`config.mk`:
```
export PLATFORM = sky130hd
export DESIGN_NAME = radar_data_tx
export DESIGN_NICKNAME = d
export VERILOG_FILES = /design/src/rtl/radar_data_tx.sv
export SDC_FILE = /design/constraint.sdc
export NUM_CORES = 1
export LEC_CHECK = 0
export BUFFER_PORTS_ARGS = -buffer_cell sky130_fd_sc_hd__clkbuf_2
export CORE_MARGIN = 2
export CORE_UTILIZATION = 60
export CTS_BUF_LIST = sky130_fd_sc_hd__clkbuf_8
export DETAILED_ROUTE_END_ITERATION = 8
export HOLD_SLACK_MARGIN = 0.03
export PLACE_DENSITY = 0.92
export SYNTH_ARGS = -nofsm -noshare
export SYNTH_HDL_FRONTEND = slang
export SYNTH_SLANG_ARGS = --single-unit
```
`constraint.sdc`:
```
create_clock -name clk -period 2.5 [get_ports clk]
set_input_delay 0.375 -clock clk [delete_from_list [all_inputs] [get_ports clk]]
set_output_delay 0.375 -clock clk [all_outputs]
set_load 0.05 [all_outputs]
```
`src/rtl/radar_data_tx.sv`:
```
// Rendezvous-radar data source model: serialises a selected 15-bit radar
// word MSB first as RRIN1/RRIN0 pulses, one bit per rising RRSYNC edge.
module radar_data_tx #(
    parameter int WORD_BITS   = 15,
    parameter int PULSE_CYC   = 2,
    parameter int TIMEOUT_CYC = 64
) (
    input  logic                 clk,
    input  logic                 rst,
    input  logic                 RRSYNC,
    input  logic                 RRRANG,
    input  logic                 RRRARA,
    input  logic                 range_load,
    input  logic                 rate_load,
    input  logic [WORD_BITS-1:0] load_data,
    output logic                 RRIN0,
    output logic                 RRIN1,
    output logic                 busy,
    output logic                 word_sent,
    output logic                 aborted,
    output logic                 overrun,
    output logic                 range_valid,
    output logic                 rate_valid
);

    localparam int CW = $clog2(WORD_BITS + 1);
    localparam int PW = $clog2(PULSE_CYC + 1);
    localparam int TW = $clog2(TIMEOUT_CYC + 1);

    typedef enum logic [1:0] {
        ST_IDLE  = 2'd0,
        ST_PULSE = 2'd1,
        ST_WAIT  = 2'd2
    } state_t;

    typedef enum logic [1:0] {
        SRC_NONE  = 2'd0,
        SRC_RANGE = 2'd1,
        SRC_RATE  = 2'd2
    } src_t;

    state_t               r_state, w_state_n;
    src_t                 r_src, w_src_n;
    logic [WORD_BITS-1:0] r_shift, w_shift_n;
    logic [CW-1:0]        r_bit_cnt, w_bit_cnt_n;
    logic [PW-1:0]        r_pulse_cnt, w_pulse_cnt_n;
    logic [TW-1:0]        r_tmo_cnt, w_tmo_cnt_n;
    logic                 r_pending, w_pending_n;
    // Source register was reloaded after the latch: its new contents are unsent.
    logic                 r_dirty, w_dirty_n;
    logic                 r_overrun, w_overrun_n;
    logic                 r_busy, w_busy_n;
    logic                 r_word_sent, w_word_sent_n;
    logic                 r_aborted, w_aborted_n;
    logic                 r_rrin0, w_rrin0_n;
    logic                 r_rrin1, w_rrin1_n;
    logic                 r_sync_q;
    logic [WORD_BITS-1:0] r_range, r_rate;
    logic                 r_range_valid, r_rate_valid;
    logic                 w_clr_range, w_clr_rate;
    logic                 w_sync_edge;
    logic                 w_src_load;

    assign w_sync_edge = RRSYNC & ~r_sync_q;
    assign w_src_load  = ((r_src == SRC_RANGE) & range_load) |
                         ((r_src == SRC_RATE)  & rate_load);

    // Next-state and next-output logic for the transmit FSM.
    always_comb begin
        w_state_n     = r_state;
        w_src_n       = r_src;
        w_shift_n     = r_shift;
        w_bit_cnt_n   = r_bit_cnt;
        w_pulse_cnt_n = r_pulse_cnt;
        w_tmo_cnt_n   = r_tmo_cnt;
        w_pending_n   = r_pending;
        w_dirty_n     = r_dirty | w_src_load;
        w_overrun_n   = r_overrun;
        w_busy_n      = r_busy;
        w_word_sent_n = 1'b0;
        w_aborted_n   = 1'b0;
        w_clr_range   = 1'b0;
        w_clr_rate    = 1'b0;

        case (r_state)
            ST_IDLE: begin
                if (w_sync_edge) begin
                    // Selection is sampled only here; the latch takes the old
                    // holding value if a load lands on the same cycle.
                    case ({RRRANG, RRRARA})
                        2'b10: begin
                            w_shift_n = r_range;
                            w_src_n   = SRC_RANGE;
                            w_dirty_n = range_load;
                        end
                        2'b01: begin
                            w_shift_n = r_rate;
                            w_src_n   = SRC_RATE;
                            w_dirty_n = rate_load;
                        end
                        default: begin
                            w_shift_n = '0;
                            w_src_n   = SRC_NONE;
                            w_dirty_n = 1'b0;
                        end
                    endcase
                    w_bit_cnt_n   = '0;
                    w_pulse_cnt_n = '0;
                    w_tmo_cnt_n   = '0;
                    w_pending_n   = 1'b0;
                    w_busy_n      = 1'b1;
                    w_state_n     = ST_PULSE;
                end else begin
                    w_state_n = ST_IDLE;
                end
            end

            ST_PULSE: begin
                if (r_pulse_cnt == PW'(PULSE_CYC - 1)) begin
                    w_shift_n     = {r_shift[WORD_BITS-2:0], 1'b0};
                    w_bit_cnt_n   = r_bit_cnt + 1'b1;
                    w_pulse_cnt_n = '0;
                    w_tmo_cnt_n   = '0;
                    if (r_bit_cnt == CW'(WORD_BITS - 1)) begin
                        w_word_sent_n = 1'b1;
                        w_busy_n      = 1'b0;
                        w_state_n     = ST_IDLE;
                        w_pending_n   = 1'b0;
                        w_clr_range   = (r_src == SRC_RANGE) & ~w_dirty_n;
                        w_clr_rate    = (r_src == SRC_RATE)  & ~w_dirty_n;
                        // A queued or coincident edge has no word left to serve.
                        if (r_pending | w_sync_edge) begin
                            w_overrun_n = 1'b1;
                        end else begin
                            w_overrun_n = r_overrun;
                        end
                    end else if (r_pending) begin
                        w_state_n   = ST_PULSE;
                        w_pending_n = w_sync_edge;
                    end else begin
                        w_state_n   = ST_WAIT;
                        w_pending_n = w_sync_edge;
                    end
                end else begin
                    w_pulse_cnt_n = r_pulse_cnt + 1'b1;
                    if (w_sync_edge) begin
                        if (r_pending) begin
                            w_overrun_n = 1'b1;
                        end else begin
                            w_pending_n = 1'b1;
                        end
                    end else begin
                        w_pending_n = r_pending;
                    end
                end
            end

            ST_WAIT: begin
                if (w_sync_edge | r_pending) begin
                    w_state_n     = ST_PULSE;
                    w_pulse_cnt_n = '0;
                    w_tmo_cnt_n   = '0;
                    w_pending_n   = r_pending & w_sync_edge;
                end else if (r_tmo_cnt == TW'(TIMEOUT_CYC - 1)) begin
                    w_aborted_n = 1'b1;
                    w_busy_n    = 1'b0;
                    w_tmo_cnt_n = '0;
                    w_state_n   = ST_IDLE;
                end else begin
                    w_tmo_cnt_n = r_tmo_cnt + 1'b1;
                end
            end

            default: begin
                w_state_n = ST_IDLE;
                w_busy_n  = 1'b0;
            end
        endcase

        w_rrin1_n = (w_state_n == ST_PULSE) &  w_shift_n[WORD_BITS-1];
        w_rrin0_n = (w_state_n == ST_PULSE) & ~w_shift_n[WORD_BITS-1];
    end

    // FSM state, datapath and registered outputs.
    always_ff @(posedge clk or posedge rst) begin
        if (rst) begin
            r_state     <= ST_IDLE;
            r_src       <= SRC_NONE;
            r_shift     <= '0;
            r_bit_cnt   <= '0;
            r_pulse_cnt <= '0;
            r_tmo_cnt   <= '0;
            r_pending   <= 1'b0;
            r_dirty     <= 1'b0;
            r_overrun   <= 1'b0;
            r_busy      <= 1'b0;
            r_word_sent <= 1'b0;
            r_aborted   <= 1'b0;
            r_rrin0     <= 1'b0;
            r_rrin1     <= 1'b0;
            r_sync_q    <= 1'b0;
        end else begin
            r_state     <= w_state_n;
            r_src       <= w_src_n;
            r_shift     <= w_shift_n;
            r_bit_cnt   <= w_bit_cnt_n;
            r_pulse_cnt <= w_pulse_cnt_n;
            r_tmo_cnt   <= w_tmo_cnt_n;
            r_pending   <= w_pending_n;
            r_dirty     <= w_dirty_n;
            r_overrun   <= w_overrun_n;
            r_busy      <= w_busy_n;
            r_word_sent <= w_word_sent_n;
            r_aborted   <= w_aborted_n;
            r_rrin0     <= w_rrin0_n;
            r_rrin1     <= w_rrin1_n;
            r_sync_q    <= RRSYNC;
        end
    end

    // Holding registers and their valid flags; a load always beats a clear.
    always_ff @(posedge clk or posedge rst) begin
        if (rst) begin
            r_range       <= '0;
            r_rate        <= '0;
            r_range_valid <= 1'b0;
            r_rate_valid  <= 1'b0;
        end else begin
            if (range_load) begin
                r_range       <= load_data;
                r_range_valid <= 1'b1;
            end else if (w_clr_range) begin
                r_range_valid <= 1'b0;
            end else begin
                r_range_valid <= r_range_valid;
            end
            if (rate_load) begin
                r_rate       <= load_data;
                r_rate_valid <= 1'b1;
            end else if (w_clr_rate) begin
                r_rate_valid <= 1'b0;
            end else begin
                r_rate_valid <= r_rate_valid;
            end
        end
    end

    assign RRIN0       = r_rrin0;
    assign RRIN1       = r_rrin1;
    assign busy        = r_busy;
    assign word_sent   = r_word_sent;
    assign aborted     = r_aborted;
    assign overrun     = r_overrun;
    assign range_valid = r_range_valid;
    assign rate_valid  = r_rate_valid;

endmodule

```
==> results.md <==
* 1st-iter DRT viols at approximately 110
* Row cnt at 27
* Post-Route WL at between 7000 and 8000 um
* Worst Path Required at 2.77 ns
* Clock skew at 0.00698 ns
* YS warnings at 0
* Final setup vio count at 0
* Clk buf depth at 2
* WL/cell at 16.9 um
* Min Tclk post-route at 2.13 ns
* Final Cycle Share at 0.854
* Non-Filler Instances at 416
* Number of global-route vias before repair at ~2.6k
* Vias at ~2.5k
* Status: completed
* Area growth syn-to-layout at 11.4%
* Antenna Violating Nets Remaining at 0
* RSZ-0062 raised after global routing: no
* Worst Tran Pin Value at 0.622 ns
* Dpl cell area at 3740 sq um
* Crit-path max FO at 11
* Vias/cell at around 6.1
* 1st-pass router iterations at 4
* Min-delay worst type: in -> async
* Clock latency on the worst-skew pair at ~0.35 ns
* H-tree lvl count at 3
* Die height at 80.8 um
* Clock transition at the registers of the reported paths at 0.07 ns
* Post-CTS setup buffers at 0
* Root buffer selected by CTS: clkbuf_8
* Tot Pwr at 3.00 mW
* Fin area at 3940 sq um
* Number of buffer cells added on primary ports at 29
* Initial antenna violation count at 0
* Yosys cell types at 55
* Final Hold Fails at 0
* PwrDens at 761 nW/um^2
* DRC Markers at 0
* Reg area at 1830 sq um
* Ports at 30
* Setup TNS at 0 ns
* Syn Nets at 344
* CTS Buf Count at 9
* DP HPWL at 4900 um
* Post-synth EDFFs at 0
* Dpl ws at ~0.42 ns
* Syn avg cell area at 11.4 sq um
* Post-layout nets at roughly 370
* Leak at 1.76 nW
* Multi-input combinational cell area at 1570 sq um
* Core area at 5610 sq um
* DIE AREA at 6530 sq um
* Placer Congestion at just under 0.9
* CTS resizes at 0
* Proportion of synthesized chip area in sequential cells at 0.516
* CTS tree: done
* Total track usage at 0.243
* Fmax at 469 MHz
* Die Wd at 80.8 um
* Cells after DPL at 400
* Worst setup slack after layout at 0.366 ns
* Largest net degree at the start of global routing at 46
* First-pass GRT wire length at 11900 um
* Kind of start point of the critical path: register
* Slew HR at 0.585
* # Max-Cap Violations at 0
* Fill cells at 433
* Critical Path AT at 2.41 ns
* Max Slew Vio Count at 0
* Congestion Overflow GR at 0
* Share of layout cells above drive strength 1 at 0.276
* Clock tree sinks at 73
* Most used DFF post-synth: dfrtp_1
* Antenna fix cells at 0
* Initial Utilization at 0.631
* Async set-or-reset flop fraction in the synthesized netlist at 1.00
* Critical setup path kind: reg -> reg
* Peak supply drop at 0.511 mV
* Synthesized area at 3540 sq um
* Post-Synthesis Cells at about 310
* # hold bufs at CTS at 0
* Critical Path Sink Type: register
* Seq cells post-synth at 73
==> layout by cell type (no fill, tap or decap), types with 3 or more instances in the layout <==
cell type / synthesis / routed
nor3_1: 4 / 4
nor2b_1: 3 / 3
mux2_2: 32 / 32
ha_1: 11 / 11
dfrtp_1: 73 / 73
o31ai_1: 3 / 3
nand2_1: 8 / 8
nand2b_1: 4 / 4
o21ai_0: 12 / 12
nor2_1: 25 / 25
a22oi_1: 17 / 17
clkbuf_2: 0 / 29
clkbuf_8: 0 / 10
nand3_1: 7 / 7
buf_4: 3 / 4
a21oi_1: 17 / 17
nand3b_1: 6 / 6
a22o_1: 14 / 14
inv_1: 15 / 14
a21o_1: 4 / 4
==> per-stage QoR <==
| stage | hold WS, ns | utilization |
|---|---|---|
| 2_1_floorplan | 0.406 | - |
| 3_3_place_gp | 0.461 | 0.667 |
| 3_5_place_dp | 0.453 | 0.667 |
| 4_1_cts | 0.0979 | 0.703 |
| 5_1_grt | 0.137 | 0.703 |
| 6_report | 0.0810 | 0.703 |
==> state kept, by name (all words and copies together), names as in the netlist, 2 cells and up <==
| register | flops |
|---|---|
| r_state | 2 |
| r_tmo_cnt | 7 |
| r_shift | 15 |
| r_range | 15 |
| r_pulse_cnt | 2 |
| r_src | 2 |
| r_rate | 15 |
| r_bit_cnt | 4 |
==> worst max-delay path, cell delays in order (launching register included) <==
cell and delay [ns]:
dfrtp_1 0.43, inv_1 0.12, ha_1 0.45, nand3b_2 0.28
or2_1 0.31, o221ai_2 0.25, nor3b_2 0.21
==> power breakdown <==
part	leakage [nW]	switching, mW	total (mW)	internal [mW]
sequential	0.904	0.124	1.50	1.38
combinational	0.755	0.326	0.559	0.233
clock	0.103	0.448	0.939	0.491
==> cell type report <==
type,instances,area share
inverters,15,0.0143
repair buffers,34,0.0495
multi-input cells,206,0.398
flip-flops and latches,73,0.463
clock buffers,10,0.0349
clock inverters,6,0.0165
well taps,72,0.0229
==> cells by family (layout without fill, tap and decap cells) <==
logic type,Yosys count,in the layout,synth area share
AOI/OAI and AO/OA,87,87,0.179
DFF,73,73,0.516
and+or+nand+nor,72,72,0.111
muxes,35,35,0.112
buffers and inverters,32,65,0.0400
adders and majority gates,11,11,0.0389
xor gates and xnor gates,1,1,0.00248
==> worst paths after layout <==
| check | startpoint | endpoint | slack (ns) | depth (start not counted) |
|---|---|---|---|---|
| min in group clk | RRSYNC | r_sync_q | 0.19 | 1 |
| max | r_state[0] | RRIN1 | 0.37 | 6 |
| min | rst | r_tmo_cnt[1] | 0.08 | 2 |
| max reg2reg | r_state[0] | RRIN1 | 0.37 | 6 |
| min reg2reg | overrun | overrun | 0.48 | 1 |
| max in group asynchronous | rst | r_range[10] | 1.78 | 3 |
==> metal layers <==
| layer | global-route usage | vias to the layer above | share of wire |
|---|---|---|---|
| met5 | 0 | - | 0 |
| met4 | 0.0864 | 0 | 0.015 |
| met1 | 0.298 | 1267 | 0.42 |
| met2 | 0.412 | 58 | 0.52 |
| li1 | - | 1195 | - |
| met3 | 0.0722 | 13 | 0.042 |
==> cell usage after synthesis, drive strengths merged (3+ instances only) <==
| cell type | count | area share |
|---|---|---|
| dfrtp | 73 | 0.52 |
| mux2 | 34 | 0.11 |
| nor2 | 26 | 0.028 |
| a22oi | 18 | 0.040 |
| a21oi | 17 | 0.024 |
| inv | 15 | 0.016 |
| a22o | 14 | 0.035 |
| o21ai | 13 | 0.018 |
| buf | 11 | 0.018 |
| ha | 11 | 0.039 |
| nand2 | 8 | 0.0085 |
| nand3 | 7 | 0.0099 |
| nand3b | 7 | 0.016 |
| clkbuf | 6 | 0.0064 |
| a21o | 4 | 0.0085 |
| nand2b | 4 | 0.0071 |
| nor3 | 4 | 0.0057 |
| nor2b | 3 | 0.0053 |
| o31ai | 3 | 0.0064 |
Power figures use the tool's default switching activity.
